<file path="config.mk">
export PLATFORM = sky130hd
export DESIGN_NAME = stopwatch_ctrl_flat
export DESIGN_NICKNAME = d
export VERILOG_FILES = /design/src/rtl/stopwatch_pkg.sv /design/src/rtl/stopwatch_ctrl_if.sv /design/src/rtl/stopwatch_ctrl_debounce.sv /design/src/rtl/stopwatch_ctrl.sv /design/src/flat_wrapper.sv
export SDC_FILE = /design/constraint.sdc
export NUM_CORES = 1
export LEC_CHECK = 0
export ABC_CLOCK_PERIOD_IN_PS = 2650
export CAP_MARGIN = 20
export CORE_ASPECT_RATIO = 1.2
export CORE_MARGIN = 5
export CORE_UTILIZATION = 50
export CTS_BUF_LIST = sky130_fd_sc_hd__clkbuf_8
export DETAILED_ROUTE_END_ITERATION = 16
export MAX_ROUTING_LAYER = met4
export PLACE_DENSITY = 0.7
export SYNTH_ARGS = -nofsm -noshare
export SYNTH_HDL_FRONTEND = slang
export SYNTH_SLANG_ARGS = --single-unit
</file>
<file path="constraint.sdc">
create_clock -name clk -period 2.65 [get_ports clk]
set_input_delay 0.265 -clock clk [delete_from_list [all_inputs] [get_ports clk]]
set_output_delay 0.265 -clock clk [all_outputs]
set_load 0.05 [all_outputs]
</file>
<file path="src/rtl/stopwatch_pkg.sv">
// ============================================================================
// Module  : stopwatch_pkg
// Brief   : Shared state encoding and default timing constants for the
//           stopwatch control front end.
// Revision: 1.0 - initial release
// ============================================================================
`default_nettype none

package stopwatch_pkg;

  typedef enum logic [1:0] {
    ST_COUNT  = 2'd0,
    ST_PAUSED = 2'd1,
    ST_ADJUST = 2'd2
  } state_e;

  localparam int unsigned DEF_HALF_DIV   = 50_000_000;
  localparam int unsigned DEF_DEB_CYCLES = 1_000_000;
  localparam int unsigned DEF_CNT_W      = 27;

  function automatic logic is_legal(input state_e s);
    return (s == ST_COUNT) || (s == ST_PAUSED) || (s == ST_ADJUST);
  endfunction

endpackage

`default_nettype wire

</file>
<file path="src/rtl/stopwatch_ctrl_if.sv">
// ============================================================================
// Module  : stopwatch_ctrl_if
// Brief   : Board-side raw inputs and datapath-side strobes/qualifiers of the
//           stopwatch control block.
// Revision: 1.0 - initial release
// ============================================================================
`default_nettype none

interface stopwatch_ctrl_if;

  logic       sel_raw;
  logic       adj_raw;
  logic       pause_raw;
  logic       clr_raw;
  logic       lap_raw;

  logic       sec_inc;
  logic       min_inc;
  logic       carry_en;
  logic       clr;
  logic       blink_sec;
  logic       blink_min;
  logic       disp_hold;
  logic [1:0] mode;

  // Board / datapath side
  modport master (
    output sel_raw, adj_raw, pause_raw, clr_raw, lap_raw,
    input  sec_inc, min_inc, carry_en, clr, blink_sec, blink_min,
           disp_hold, mode
  );

  // Control block side
  modport slave (
    input  sel_raw, adj_raw, pause_raw, clr_raw, lap_raw,
    output sec_inc, min_inc, carry_en, clr, blink_sec, blink_min,
           disp_hold, mode
  );

endinterface

`default_nettype wire

</file>
<file path="src/rtl/stopwatch_ctrl_debounce.sv">
// ============================================================================
// Module  : btn_debounce
// Brief   : 2-FF synchroniser, consecutive-sample debouncer and one-cycle
//           rising-edge pulse for a single board input.
// Revision: 1.0 - initial release
// ============================================================================
`default_nettype none

module btn_debounce #(
  parameter int unsigned DEB_CYCLES = 1_000_000
) (
  input  wire logic clk,
  input  wire logic rst,
  input  wire logic raw_i,
  output logic      level_o,
  output logic      rise_o
);

  localparam int unsigned DCNT_W = (DEB_CYCLES > 1) ? $clog2(DEB_CYCLES + 1) : 1;

  logic              sync1_q;
  logic              sync2_q;
  logic              level_q;
  logic              level_d;
  logic              level_dly_q;
  logic              rise_q;
  logic [DCNT_W-1:0] cnt_q;
  logic [DCNT_W-1:0] cnt_d;

  // Count only while the synchronised sample disagrees; any agreeing sample restarts.
  always_comb begin
    level_d = level_q;
    cnt_d   = '0;
    if (sync2_q != level_q) begin
      if (cnt_q == DCNT_W'(DEB_CYCLES - 1)) begin
        level_d = sync2_q;
      end else begin
        cnt_d = cnt_q + 1'b1;
      end
    end
  end

  always_ff @(posedge clk) begin
    if (rst) begin
      sync1_q     <= 1'b0;
      sync2_q     <= 1'b0;
      level_q     <= 1'b0;
      level_dly_q <= 1'b0;
      rise_q      <= 1'b0;
      cnt_q       <= '0;
    end else begin
      sync1_q     <= raw_i;
      sync2_q     <= sync1_q;
      level_q     <= level_d;
      level_dly_q <= level_q;
      rise_q      <= level_q & ~level_dly_q;
      cnt_q       <= cnt_d;
    end
  end

  assign level_o = level_q;
  assign rise_o  = rise_q;

endmodule

`default_nettype wire

</file>
<file path="src/rtl/stopwatch_ctrl.sv">
// ============================================================================
// Module  : stopwatch_ctrl
// Brief   : Input conditioning, COUNT/PAUSED/ADJUST mode machine and strobe
//           generation for the stopwatch digit datapath.
//           Optional lap/display-hold feature: define STOPWATCH_LAP_EN.
// Revision: 1.0 - initial release
// ============================================================================
`default_nettype none

module stopwatch_ctrl
  import stopwatch_pkg::*;
#(
  parameter int unsigned HALF_DIV   = DEF_HALF_DIV,
  parameter int unsigned DEB_CYCLES = DEF_DEB_CYCLES,
  parameter int unsigned CNT_W      = DEF_CNT_W
) (
  input wire logic        clk,
  input wire logic        rst,
  stopwatch_ctrl_if.slave sw
);

  logic sel_lvl, sel_rise;
  logic adj_lvl, adj_rise;
  logic pause_lvl, pause_pulse;
  logic clr_lvl, clr_pulse;
  logic lap_pulse;
  logic unused_w;

  btn_debounce #(.DEB_CYCLES(DEB_CYCLES)) u_deb_sel (
    .clk(clk), .rst(rst), .raw_i(sw.sel_raw), .level_o(sel_lvl), .rise_o(sel_rise)
  );

  btn_debounce #(.DEB_CYCLES(DEB_CYCLES)) u_deb_adj (
    .clk(clk), .rst(rst), .raw_i(sw.adj_raw), .level_o(adj_lvl), .rise_o(adj_rise)
  );

  btn_debounce #(.DEB_CYCLES(DEB_CYCLES)) u_deb_pause (
    .clk(clk), .rst(rst), .raw_i(sw.pause_raw), .level_o(pause_lvl), .rise_o(pause_pulse)
  );

  btn_debounce #(.DEB_CYCLES(DEB_CYCLES)) u_deb_clr (
    .clk(clk), .rst(rst), .raw_i(sw.clr_raw), .level_o(clr_lvl), .rise_o(clr_pulse)
  );

`ifdef STOPWATCH_LAP_EN
  logic lap_lvl;

  btn_debounce #(.DEB_CYCLES(DEB_CYCLES)) u_deb_lap (
    .clk(clk), .rst(rst), .raw_i(sw.lap_raw), .level_o(lap_lvl), .rise_o(lap_pulse)
  );

  assign unused_w = ^{sel_rise, adj_rise, pause_lvl, clr_lvl, lap_lvl};
`else
  assign lap_pulse = 1'b0;
  assign unused_w  = ^{sel_rise, adj_rise, pause_lvl, clr_lvl, lap_pulse, sw.lap_raw};
`endif

  state_e           state_q, state_d;
  logic [CNT_W-1:0] presc_q, presc_d;
  logic             phase_q, phase_d;
  logic             tick1, tick2;

  logic sec_inc_q,   sec_inc_d;
  logic min_inc_q,   min_inc_d;
  logic carry_en_q,  carry_en_d;
  logic clr_q,       clr_d;
  logic blink_sec_q, blink_sec_d;
  logic blink_min_q, blink_min_d;
  logic disp_hold_q, disp_hold_d;

  assign tick2 = (presc_q == CNT_W'(HALF_DIV - 1));
  assign tick1 = tick2 & phase_q;

  always_comb begin
    state_d     = state_q;
    presc_d     = presc_q + 1'b1;
    phase_d     = phase_q;
    sec_inc_d   = 1'b0;
    min_inc_d   = 1'b0;
    carry_en_d  = 1'b0;
    clr_d       = clr_pulse;
    blink_sec_d = 1'b0;
    blink_min_d = 1'b0;
    disp_hold_d = disp_hold_q;

    if (tick2) begin
      presc_d = '0;
      phase_d = ~phase_q;
    end
    // Clear restarts the half-second timebase so the next tick1 is a full second away.
    if (clr_pulse) begin
      presc_d = '0;
      phase_d = 1'b0;
    end

    case (state_q)
      ST_COUNT: begin
        if (adj_lvl)          state_d = ST_ADJUST;
        else if (pause_pulse) state_d = ST_PAUSED;
        sec_inc_d = tick1;
      end
      ST_PAUSED: begin
        if (adj_lvl)          state_d = ST_ADJUST;
        else if (pause_pulse) state_d = ST_COUNT;
      end
      ST_ADJUST: begin
        state_d   = adj_lvl ? ST_ADJUST : ST_PAUSED;
        sec_inc_d = tick2 & sel_lvl;
        min_inc_d = tick2 & ~sel_lvl;
      end
      default: begin
        state_d = ST_PAUSED;
      end
    endcase

    if (!is_legal(state_q)) begin
      state_d = ST_PAUSED;
    end

    if (clr_pulse) begin
      sec_inc_d = 1'b0;
      min_inc_d = 1'b0;
    end

    carry_en_d  = (state_d == ST_COUNT);
    blink_sec_d = (state_d == ST_ADJUST) &  sel_lvl & phase_d;
    blink_min_d = (state_d == ST_ADJUST) & ~sel_lvl & phase_d;

`ifdef STOPWATCH_LAP_EN
    if (clr_pulse || (state_d == ST_ADJUST)) begin
      disp_hold_d = 1'b0;
    end else if (lap_pulse) begin
      if (state_q == ST_COUNT)       disp_hold_d = ~disp_hold_q;
      else if (state_q == ST_PAUSED) disp_hold_d = 1'b0;
    end
`else
    disp_hold_d = 1'b0;
`endif
  end

  always_ff @(posedge clk) begin
    if (rst) begin
      state_q     <= ST_PAUSED;
      presc_q     <= '0;
      phase_q     <= 1'b0;
      sec_inc_q   <= 1'b0;
      min_inc_q   <= 1'b0;
      carry_en_q  <= 1'b0;
      clr_q       <= 1'b0;
      blink_sec_q <= 1'b0;
      blink_min_q <= 1'b0;
      disp_hold_q <= 1'b0;
    end else begin
      state_q     <= state_d;
      presc_q     <= presc_d;
      phase_q     <= phase_d;
      sec_inc_q   <= sec_inc_d;
      min_inc_q   <= min_inc_d;
      carry_en_q  <= carry_en_d;
      clr_q       <= clr_d;
      blink_sec_q <= blink_sec_d;
      blink_min_q <= blink_min_d;
      disp_hold_q <= disp_hold_d;
    end
  end

  assign sw.sec_inc   = sec_inc_q;
  assign sw.min_inc   = min_inc_q;
  assign sw.carry_en  = carry_en_q;
  assign sw.clr       = clr_q;
  assign sw.blink_sec = blink_sec_q;
  assign sw.blink_min = blink_min_q;
  assign sw.disp_hold = disp_hold_q;
  assign sw.mode      = state_q;

endmodule

`default_nettype wire

</file>
<file path="src/flat_wrapper.sv">
// flat-port wrapper written by rule: the top's interface ports become plain ports
module stopwatch_ctrl_flat import stopwatch_pkg::*;
#(
  parameter int unsigned HALF_DIV   = DEF_HALF_DIV,
  parameter int unsigned DEB_CYCLES = DEF_DEB_CYCLES,
  parameter int unsigned CNT_W      = DEF_CNT_W
)
  (clk, rst, sw_sel_raw, sw_adj_raw, sw_pause_raw, sw_clr_raw, sw_lap_raw, sw_sec_inc, sw_min_inc, sw_carry_en, sw_clr, sw_blink_sec, sw_blink_min, sw_disp_hold, sw_mode);
  stopwatch_ctrl_if sw_i ();
  input wire logic clk;
  input wire logic rst;
  input wire logic [$bits(sw_i.sel_raw)-1:0] sw_sel_raw;
  input wire logic [$bits(sw_i.adj_raw)-1:0] sw_adj_raw;
  input wire logic [$bits(sw_i.pause_raw)-1:0] sw_pause_raw;
  input wire logic [$bits(sw_i.clr_raw)-1:0] sw_clr_raw;
  input wire logic [$bits(sw_i.lap_raw)-1:0] sw_lap_raw;
  output wire logic [$bits(sw_i.sec_inc)-1:0] sw_sec_inc;
  output wire logic [$bits(sw_i.min_inc)-1:0] sw_min_inc;
  output wire logic [$bits(sw_i.carry_en)-1:0] sw_carry_en;
  output wire logic [$bits(sw_i.clr)-1:0] sw_clr;
  output wire logic [$bits(sw_i.blink_sec)-1:0] sw_blink_sec;
  output wire logic [$bits(sw_i.blink_min)-1:0] sw_blink_min;
  output wire logic [$bits(sw_i.disp_hold)-1:0] sw_disp_hold;
  output wire logic [$bits(sw_i.mode)-1:0] sw_mode;
  assign sw_i.sel_raw = sw_sel_raw;
  assign sw_i.adj_raw = sw_adj_raw;
  assign sw_i.pause_raw = sw_pause_raw;
  assign sw_i.clr_raw = sw_clr_raw;
  assign sw_i.lap_raw = sw_lap_raw;
  assign sw_sec_inc = sw_i.sec_inc;
  assign sw_min_inc = sw_i.min_inc;
  assign sw_carry_en = sw_i.carry_en;
  assign sw_clr = sw_i.clr;
  assign sw_blink_sec = sw_i.blink_sec;
  assign sw_blink_min = sw_i.blink_min;
  assign sw_disp_hold = sw_i.disp_hold;
  assign sw_mode = sw_i.mode;
  stopwatch_ctrl #(.HALF_DIV(HALF_DIV), .DEB_CYCLES(DEB_CYCLES), .CNT_W(CNT_W)) u_core (.clk(clk), .rst(rst), .sw(sw_i));
endmodule
</file>
==> results_dict.tcl <==
set metrics [dict create \
    hold_class "reg2reg" \
    peakVddDrop_uv 371 \
    r2r_end "u_core.sw.blink_min$_SDFF_PP0_" \
    cp.buffers_inverters 0 \
    gr-usage-all-layers_pct 16.6 \
    tns_ns 0 \
    synth_top_family_by_area "simple AND/OR/NAND/NOR gates" \
    initial_core_util_pct 51.5 \
    grt_overflow_total 0 \
    cts_resized 0 \
    synthSimpleGateAreaFrac_pct 29.8 \
    io_buffer_count 13 \
    async_flop_share_pct 0 \
    finalNetCount 679 \
    slew_headroom_pct 61.2 \
    slowest_delay_ns 0.54 \
    drt-initial-drc-count 228 \
    boundaryPins 16 \
    final_core_util_pct 57.1 \
    num_vias 4508 \
    final-hold-violation-count 0 \
    die_h_um 127 \
    netlist_instances 648 \
    synth_common_cells "132 x dfxtp_1, 76 x nor2_1, 44 x xnor2_1" \
    postCtsSetupBuffers 0 \
    worst-path-max-fanout 5 \
    path_class "reg2reg" \
    p_leak_nw 1.85 \
    die_w_um 108 \
    startpoint "u_core.presc_q[0]$_SDFF_PP0_" \
    cp_common_cell "or4_4" \
    setup_viol 0 \
    cts_tree "built" \
    ys.flop_type "dfxtp_1" \
    seq_area_um2 2640 \
    grt_pass1_wl_mm 18.3 \
    viasPerCell 5.42 \
    clk_pin_slew_ns 0.07 \
    core-area_um2 11100 \
    pre_cts_ws_ns 0.421 \
    antenna_cells 0 \
    htree_levels 4 \
    yosys_warnings 0 \
    dieArea_um2 13700 \
    syn-mean-instance-area_um2 8.80 \
    drive_gt1_share_pct 7.98 \
    timing.fmax_ghz 0.450 \
    rsz0062_at_grt "no" \
    synth_nets 660 \
    synth_mux_area_share_pct 0.175 \
    cp-end-kind "register" \
    synth_compound_area_share_pct 9.65 \
    cp_data_arrival_time_ns 2.55 \
    gp_congestion 0.840 \
    fillers 984 \
    reg2reg_slack_ns 0.43 \
    area_growth_pct 10.9 \
    synth-edff-count 0 \
    slowest_stage "or4_4" \
    grt_max_degree 20 \
    firstDrtPassIters 4 \
    yosys.area_share.adder_pct 1.10 \
    synth_area_leaders "dfxtp_1 46%, xnor2_1 6.8%, nor2_1 5.0%, a21oi_1 3.8%, or4_1 3.4%" \
    maxCapViolations 0 \
    cp_top_family "simple AND/OR/NAND/NOR gates" \
    syn-cell-area_um2 5710 \
    worst_ep_required_time_ns 2.98 \
    worst_pin_slew_ns 0.577 \
    slew_violations 0 \
    cts_root_buf "clkbuf_8" \
    synth_top_cell_area_share_pct 46.3 \
    reg2regPathDepth 5 \
    clk_path_buf_depth 2 \
    synth.distinct_cells 49 \
    min_period_over_period_pct 83.8 \
    antenna_found_initial 0 \
    r2r-start "u_core.presc_q[0]$_SDFF_PP0_" \
    routed_wl_mm 10.3 \
    yosys.area_share.xor_xnor_pct 9.82 \
    rows 42 \
    critical_path.cell_chain "ha_1 -> nand3_1 -> or4_4 -> or4_4 -> a2111oi_2" \
    cts_hold_buf 0 \
    grt_pass1_vias 4332 \
    critical_path.endpoint "u_core.sw.blink_min$_SDFF_PP0_" \
    crit_cells 5 \
    dp_hpwl_mm 7.30 \
    synth_top_area_cell "dfxtp_1" \
    drt-wirelength-per-cell_um 12.4 \
    power_density_nw_per_um2 560 \
    power.total_w 0.00354 \
    postRouteAntennaNets 0 \
    seq_area_frac_synth_pct 46.3 \
    ys_seq_elements 132 \
    cts_sinks 132 \
    yosys.cell_count.top_type "dfxtp_1" \
    setup_slack_ns 0.428 \
    numCtsBuffers 17 \
    post-route-min-period_ns 2.22 \
    multi_input_area_um2 2890 \
    clock_latency_ns 0.44 \
    finClkSkew_ns 0.00584 \
    cp-start-kind "register" \
    route.detailed.drc 0 \
    status "complete, no violations" \
]
==> power breakdown <==
| part | total [W] | switching [W] | internal (W) |
|---|---|---|---|
| Clock | 0.00148 | 0.000702 | 0.000780 |
| Combinational | 0.0000591 | 0.0000352 | 0.0000239 |
| Sequential | 0.00200 | 0.00000780 | 0.00200 |
| Total | 0.00354 | 0.000745 | 0.00280 |
==> layout make-up <==
cell class | instances | area share [%]
Clock buffer | 20 | 4.35
Tap cell | 154 | 3.04
Inverter | 22 | 1.30
Timing Repair Buffer | 20 | 2.89
Sequential cell | 132 | 41.8
Multi-Input combinational cell | 474 | 45.6
Clock inverter | 9 | 1.05
==> flip-flops by register name, summed over array words and instances (netlist names), 2 cells and up <==
signal                    cells
u_core.u_deb_pause.cnt_q     20
u_core.u_deb_sel.cnt_q       20
u_core.u_deb_clr.cnt_q       20
u_core.sw.mode                2
u_core.presc_q               27
u_core.u_deb_adj.cnt_q       20
==> logic make-up after synthesis <==
| family | after synthesis |
|---|---|
| compound gates | 93 |
| xor+xnor | 64 |
| fa+ha+maj | 5 |
| buf+inv | 42 |
| flops | 132 |
| mux | 1 |
| other cells | 1 |
| simple gates | 310 |
==> layout by cell type, fill, tap and decap left out, drive strengths merged, types with 17 or more instances in the layout <==
cell type  synthesis  layout
dfxtp            132     132
o31ai             18      18
nand3             37      37
or4               31      31
nand2             38      38
xnor2             44      44
nand4             19      19
o21ai             28      28
nor2              76      76
xor2              20      20
clkbuf            15      20
nor3              17      17
a21oi             43      43
inv               22      25
or3               27      27
==> worst min path at each step <==
stage,start,endpoint,depth (start not counted)
after floorplan,u_core.u_deb_clr.level_dly_q$_SDFF_PP0_,u_core.u_deb_clr.rise_o$_SDFF_PP0_,1
after global placement,u_core.u_deb_clr.level_dly_q$_SDFF_PP0_,u_core.u_deb_clr.rise_o$_SDFF_PP0_,1
after detailed placement,u_core.u_deb_pause.level_dly_q$_SDFF_PP0_,u_core.u_deb_pause.rise_o$_SDFF_PP0_,1
after CTS,sw_sel_raw,u_core.u_deb_sel.sync1_q$_SDFF_PP0_,2
after global routing,sw_sel_raw,u_core.u_deb_sel.sync1_q$_SDFF_PP0_,2
final,u_core.u_deb_pause.level_dly_q$_SDFF_PP0_,u_core.u_deb_pause.rise_o$_SDFF_PP0_,1
==> layer usage <==
metal  track usage, %  routed length [um]
met1             19.0                4800
met2             27.0                4980
met3             4.34                 314
met4             7.58                 199
met5                -                   0
==> per-stage QoR <==
step	hold WS (ns)	cell area, um2	std cells
6_report	0.382	6330	831
2_1_floorplan	0.367	5710	648
3_3_place_gp	0.372	5990	802
5_1_grt	0.371	6330	831
4_1_cts	0.366	6330	831
3_5_place_dp	0.373	5990	802
Note: power is estimated with default switching activity, not from simulation.
